[config.mk]
export PLATFORM = sky130hd
export DESIGN_NAME = dmem_sramlike_bridge
export DESIGN_NICKNAME = d
export VERILOG_FILES = /design/src/rtl/dmem_sramlike_bridge_pkg.sv /design/src/rtl/dmem_sramlike_bridge.sv
export SDC_FILE = /design/constraint.sdc
export NUM_CORES = 1
export LEC_CHECK = 0
export ABC_AREA = 1
export BUFFER_PORTS_ARGS = -buffer_cell sky130_fd_sc_hd__buf_2
export CAP_MARGIN = 20
export CORE_ASPECT_RATIO = 0.75
export CORE_MARGIN = 2
export CORE_UTILIZATION = 42
export DETAILED_ROUTE_END_ITERATION = 7
export PLACE_DENSITY = 0.84
export SLEW_MARGIN = 20
export SYNTH_ARGS = -nofsm -noshare
export SYNTH_HDL_FRONTEND = slang
export SYNTH_SLANG_ARGS = --single-unit
[constraint.sdc]
create_clock -name clk -period 3 [get_ports clk]
set_clock_uncertainty 0.05 [all_clocks]
set_input_delay 0.3 -clock clk [delete_from_list [all_inputs] [get_ports clk]]
set_output_delay 0.3 -clock clk [all_outputs]
set_load 0.01 [all_outputs]
[src/rtl/dmem_sramlike_bridge_pkg.sv]
// Shared definitions for the data-memory SRAM-like bridge: FSM state
// encodings used by the bridge and by any bench that observes its state.
package dmem_sramlike_bridge_pkg;

   typedef enum logic [1:0] {
      ST_IDLE = 2'd0,   // no transaction; accept a new MEM-stage access
      ST_ADDR = 2'd1,   // request on the bus, waiting for addr_ok
      ST_DATA = 2'd2,   // address accepted, waiting for data_ok
      ST_DONE = 2'd3    // load complete, holding data while pipeline stalls
   } state_e;

endpackage

[src/rtl/dmem_sramlike_bridge.sv]
// Bridge between the MEM stage (single-cycle en/wen/addr/wdata request) and
// an SRAM-like req/addr_ok/data_ok bus. Stalls the pipeline until a load's
// data arrives, holds it while other stall sources keep the pipeline frozen,
// and drains an in-flight transaction when MEM is flushed.
//
// Bus handshake: data_req stays high with constant wr/size/addr/wdata until
// the cycle in which data_addr_ok is seen high (sampled only in ADDR); the
// reply is the first cycle afterwards with data_data_ok high (sampled only in
// DATA). Both responses are ignored in every other state.
module dmem_sramlike_bridge
   import dmem_sramlike_bridge_pkg::*;
#(
   parameter int ADDR_W = 32,
   parameter int DATA_W = 32
) (
   input  logic              clk,
   input  logic              rst,
   input  logic              cpu_en,
   input  logic [3:0]        cpu_wen,
   input  logic [1:0]        cpu_size,
   input  logic [ADDR_W-1:0] cpu_addr,
   input  logic [DATA_W-1:0] cpu_wdata,
   input  logic              cpu_flush,
   input  logic              cpu_longest_stall,
   output logic [DATA_W-1:0] cpu_rdata,
   output logic              stallreq_from_mem,
   output logic              data_req,
   output logic              data_wr,
   output logic [1:0]        data_size,
   output logic [ADDR_W-1:0] data_addr,
   output logic [DATA_W-1:0] data_wdata,
   input  logic              data_addr_ok,
   input  logic              data_data_ok,
   input  logic [DATA_W-1:0] data_rdata
);

   state_e            state_q, state_d;
   logic              discard_q, discard_d;
   logic              req_q, req_d;
   logic              wr_q, wr_d;
   logic [1:0]        size_q, size_d;
   logic [ADDR_W-1:0] addr_q, addr_d;
   logic [DATA_W-1:0] wdata_q, wdata_d;
   logic [DATA_W-1:0] rbuf_q, rbuf_d;

   logic              data_ok_hit;

   // A reply only counts while the FSM is actually waiting for it.
   assign data_ok_hit = (state_q == ST_DATA) && data_data_ok;

   // Next-state, request latch and read-buffer update.
   always_comb begin
      state_d   = state_q;
      discard_d = discard_q;
      wr_d      = wr_q;
      size_d    = size_q;
      addr_d    = addr_q;
      wdata_d   = wdata_q;
      rbuf_d    = rbuf_q;
      case (state_q)
         ST_IDLE: begin
            if (cpu_en && !cpu_flush) begin
               wr_d    = |cpu_wen;
               size_d  = cpu_size;
               addr_d  = cpu_addr;
               wdata_d = cpu_wdata;
               state_d = ST_ADDR;
            end
         end
         ST_ADDR: begin
            // A flush cannot retract a request already on the bus; remember
            // to throw the reply away instead.
            if (cpu_flush) discard_d = 1'b1;
            if (data_addr_ok) state_d = ST_DATA;
         end
         ST_DATA: begin
            if (data_data_ok) begin
               if (!discard_q) rbuf_d = data_rdata;
               discard_d = 1'b0;
               if (cpu_longest_stall && !discard_q && !cpu_flush)
                  state_d = ST_DONE;
               else
                  state_d = ST_IDLE;
            end else if (cpu_flush) begin
               discard_d = 1'b1;
            end
         end
         ST_DONE: begin
            if (cpu_flush || !cpu_longest_stall) state_d = ST_IDLE;
         end
         default: state_d = ST_IDLE;
      endcase
   end

   // Bus request is registered: high for exactly the cycles spent in ADDR.
   assign req_d = (state_d == ST_ADDR);

   // State and datapath registers, cleared asynchronously.
   always_ff @(posedge clk or posedge rst) begin
      if (rst) begin
         state_q   <= ST_IDLE;
         discard_q <= 1'b0;
         req_q     <= 1'b0;
         wr_q      <= 1'b0;
         size_q    <= 2'd0;
         addr_q    <= '0;
         wdata_q   <= '0;
         rbuf_q    <= '0;
      end else begin
         state_q   <= state_d;
         discard_q <= discard_d;
         req_q     <= req_d;
         wr_q      <= wr_d;
         size_q    <= size_d;
         addr_q    <= addr_d;
         wdata_q   <= wdata_d;
         rbuf_q    <= rbuf_d;
      end
   end

   assign data_req   = req_q;
   assign data_wr    = wr_q;
   assign data_size  = size_q;
   assign data_addr  = addr_q;
   assign data_wdata = wdata_q;

   // Completion cycle bypasses the bus data straight to the load mux.
   assign cpu_rdata = data_ok_hit ? data_rdata : rbuf_q;

   // Stall until the reply arrives; a pending discard blocks new accesses.
   // Reset forces the stall low even while cpu_en is still asserted.
   assign stallreq_from_mem = !rst &&
      ((cpu_en && (state_q != ST_DONE) && !(data_ok_hit && !discard_q)) ||
       discard_q);

endmodule
# Word-level counts from Yosys, hierarchy flattened
# Cells that the tools add are included.
# classes
n_eq_ne,5
mux,10
bitwise,1
reduce_logical,20
# ops
operator,count
$mux W32,1
$mux W2,5
$logic_and A1 B1 Y1,8
$pmux W2 S4,1
$logic_not A1 Y1,5
$eq A2 B1 Y1 const B,2
$eq A2 B2 Y1 const B,2
$reduce_or A4 Y1,1
$reduce_and A3 Y1,1
$logic_not A2 Y1,1
$logic_or A1 B1 Y1,2
$mux W1,2
$ne A2 B2 Y1 const B,1
$pmux W1 S2,1
$reduce_and A2 Y1,1
$reduce_bool A2 Y1,1
$not A1 Y1,1
# totals
ff_bits,103
inputBits,109
output_inout_bits,101
elab_cells,44

# Logic depth before layout (Yosys ltp)
# logic_depth
depth_word,7
mapped_depth,8
mapped_depth_nobuf,8

# Worst setup path before layout
# OpenSTA, ideal clock, no wires.
# synth_timing
kind,register -> output
startpoint,register state_q[0]
endpoint,output port cpu_rdata[11]
t_arrival_ps,1398
required_time_ps,2650
slack_ps,1252
stages_incl_launch_ff,7
n_path_buf,2
cell_sequence,dfrtp_1 -> inv_1 -> ha_1 -> nand2_1 -> buf_2 -> clkbuf_1 -> o21ai_0
# synth_via
elab_chain_len,3
# synth_rtl
element,line_no,text
start: declaration,dmem_sramlike_bridge.sv:37,"state_e state_q, state_d;"
start signal: assignment,dmem_sramlike_bridge.sv:110,state_q <= state_d;
$eq A2 B2 Y1,dmem_sramlike_bridge.sv:49,assign data_ok_hit = (state_q == ST_DATA) && data_data_ok;
$logic_and A1 B1 Y1,dmem_sramlike_bridge.sv:49,
$mux W32,dmem_sramlike_bridge.sv:128,assign cpu_rdata = data_ok_hit ? data_rdata : rbuf_q;
end: declaration,dmem_sramlike_bridge.sv:25,"output logic [DATA_W-1:0] cpu_rdata,"
# Every way passes these cells.

# Worst setup path after layout
# layout_timing
startpoint,register state_q[0]
endpoint,output port cpu_rdata[21]
# The elaborated chain is that of the path after synthesis.

==> results_dict.tcl <==
set metrics [dict create \
    criticalPathCategory "flop to output port" \
    fin_tns_setup_ps 0 \
    synth_cells 540 \
    vdd_drop_max_v 0.000446 \
    slowest_stage "dfrtp_1" \
    maxCapViolations 0 \
    slew_viol_final 0 \
    synth_top_area_cell "dfrtp_1" \
    grt_pass1_vias 3583 \
    start_util_pct 43.1 \
    cts_inserted_buffers 9 \
    async_reset_ff_share_pct 100 \
    worstMarginPinSlew_ps 871 \
    coreArea_sq_um 10300 \
    gp_congestion 0.818 \
    cts_max_path_buffers 2 \
    instances_no_fill 880 \
    diodes 0 \
    crit_chain "inv_1 -> ha_1 -> nand2_1 -> buf_12 -> o21ai_0 -> buf_2" \
    worst_ep_required_time_ps 2650 \
    fillers 928 \
    wl_per_cell_microns 11.9 \
    ys_warn_count 0 \
    rsz0062_at_grt "no" \
    synth_top_area_share_pct 58.1 \
    finalHoldViolCount 0 \
    overflow 0 \
    endpoint_kind "output port" \
    dieArea_sq_um 11400 \
    reg2regPathDepth 6 \
    syn_area_per_cell_sq_um 8.22 \
    clk_pin_slew_ps 70 \
    setup_viol 0 \
    viasPerCell 4.51 \
    grtUsageTotal_pct 18.7 \
    routed_wl_mm 10.5 \
    die_h_microns 93.0 \
    grt_max_degree 82 \
    r2r_slack_ps 670 \
    htreeDepth 3 \
    clock.fmax_mhz 407 \
    yosysMostFrequentCell "nand2_1" \
    grt_pass1_wl_mm 16.8 \
    cp_max_fo 52 \
    synth.net_count 654 \
    start_kind "flop" \
    path_delay_family "buffers and inverters" \
    setup_ws_ps 544 \
    critPathLaunch "state_q[0]" \
    synth_compound_area_share_pct 8.18 \
    synthMuxAreaShare_pct 0 \
    synth_area_sq_um 4440 \
    synth_xor_area_share_pct 0 \
    synth_adder_area_share_pct 1.41 \
    remaining_drc_errors 0 \
    fin_util_pct 57.0 \
    die_w_microns 123 \
    synth_area_leaders "dfrtp_1 58%, nand2_1 23%, o21ai_0 6.5%, inv_1 3.6%, ha_1 1.4%" \
    dp.cells 863 \
    timing.rr.end "rbuf_q[22]" \
    final_area_sq_um 5870 \
    nets 853 \
    synth_seq_cells 103 \
    hp-class "primary input to flop" \
    worst-path-buf-inv 3 \
    dr.pass1.iters 4 \
    first_iter_violations 212 \
    hold_end "data_addr[18]" \
    boundaryPins 210 \
    cp_slowest_stage_delay_ps 420 \
    cts_tree "done" \
    slew_headroom_pct 41.8 \
    whs_ps 108 \
    p_per_area_nw_per_um2 1000 \
    drive_gt1_share_pct 31.6 \
    synth-main-ff-cell "dfrtp_1" \
    vias 3965 \
    cts.sinks 103 \
    total_power_mw 5.89 \
    synthSimpleGateAreaFrac_pct 24.8 \
    holdPathStages 3 \
    fp-row-count 32 \
    clk_latency_ps 330 \
    rr_startpoint "state_q[0]" \
    postCtsSetupBuffers 0 \
    worstHoldStart "cpu_addr[18]" \
    post-place-ws_ps 716 \
    synth_common_cells "277 x nand2_1, 103 x dfrtp_1, 58 x o21ai_0, 43 x inv_1, 11 x buf_2" \
    placed_area_sq_um 5560 \
    cts-root-buf "clkbuf_16" \
    antenna_found_initial 0 \
    crit_arrival_ps 2110 \
    fin_crit_sh_pct 81.9 \
    ctsResizeCount 0 \
    area_delta_synth_final_pct 32.2 \
    power_leakage_nw 3.48 \
    portBuffers 209 \
    outcome "complete, no violations" \
    ys_types 20 \
    synth_edf_count 0 \
    ant_nets 0 \
    ys_seq_area_share_pct 58.1 \
    post-route-min-period_ps 2460 \
    synth_top_family_by_area "simple AND/OR/NAND/NOR gates" \
    hpwl_mm 7.59 \
]
[power breakdown]
group          internal (mW)  leakage [nW]  total [mW]  switching [mW]
clock                  0.669         0.146        1.14           0.472
combinational          0.975          2.05        2.34            1.37
sequential              2.05          1.28        2.40           0.356
total                   3.69          3.48        5.89            2.20
[tightest hold or removal path: stages]
cell and delay (ps):
buf_2 70, nand2_1 40, nand2_1 40
[kinds of logic after synthesis]
kind of cell,Yosys count
AOI/OAI and AO/OA,72
adders and majority gates,5
buffers and inverters,73
DFF,103
and+or+nand+nor,287
[per-layer routing]
metal | vias to the layer above | share of wire (%) | global-route usage [%]
met1 | 1787 | 46 | 25.0
met4 | 0 | 1.9 | 6.51
li1 | 2045 | - | -
met5 | - | 0 | 0
met3 | 16 | 4.9 | 4.15
met2 | 117 | 47 | 30.1
[cells in the final DEF, fill, tap and decap left out, drive strengths merged]
master and count:
clkinv 2, nand2 277, o21ai 68, o21a 1, and2 1, nor4 1, a21oi 3, inv 46
dfrtp 103, clkinvlp 2, buf 214, nor3 1, nand3 6, bufinv 1, clkbuf 11, nor2 1
dlygate4sd3 1, ha 5
[worst max-delay path by stage]
| stage | to | slack [ps] | cells past startpoint |
|---|---|---|---|
| 3_3_place_gp | rbuf_q[18] | 860 | 6 |
| 6_report | cpu_rdata[21] | 540 | 6 |
| 3_5_place_dp | rbuf_q[22] | 720 | 6 |
| 2_1_floorplan | cpu_rdata[11] | 1250 | 6 |
| 5_1_grt | cpu_rdata[21] | 360 | 7 |
| 4_1_cts | cpu_rdata[12] | 580 | 7 |
[timing repair]
action | 4_1_cts | 5_1_grt
hold endpoints to repair | 22 | 0
setup endpoints to repair | 0 | 0
hold buffers | 1 | 0
[sequential cells by signal, summed over array words and instances, names as in the netlist]
signal and flops:
rbuf_q 32, data_wr 1, data_wdata 32, data_req 1, data_addr 32, data_size 2
discard_q 1, state_q 2
[final cells by class]
| class | count | area (sq um) | area share (%) |
|---|---|---|---|
| Clock buffer | 11 | 243 | 4.14 |
| Multi-Input combinational cell | 364 | 1520 | 26.0 |
| Sequential cell | 103 | 2580 | 43.9 |
| Timing Repair Buffer | 215 | 1120 | 19.1 |
| Tap cell | 136 | 170 | 2.90 |
| Clock inverter | 5 | 56.3 | 0.960 |
| Inverter | 46 | 176 | 3.01 |
No activity file was read; power rests on OpenSTA's default activity.
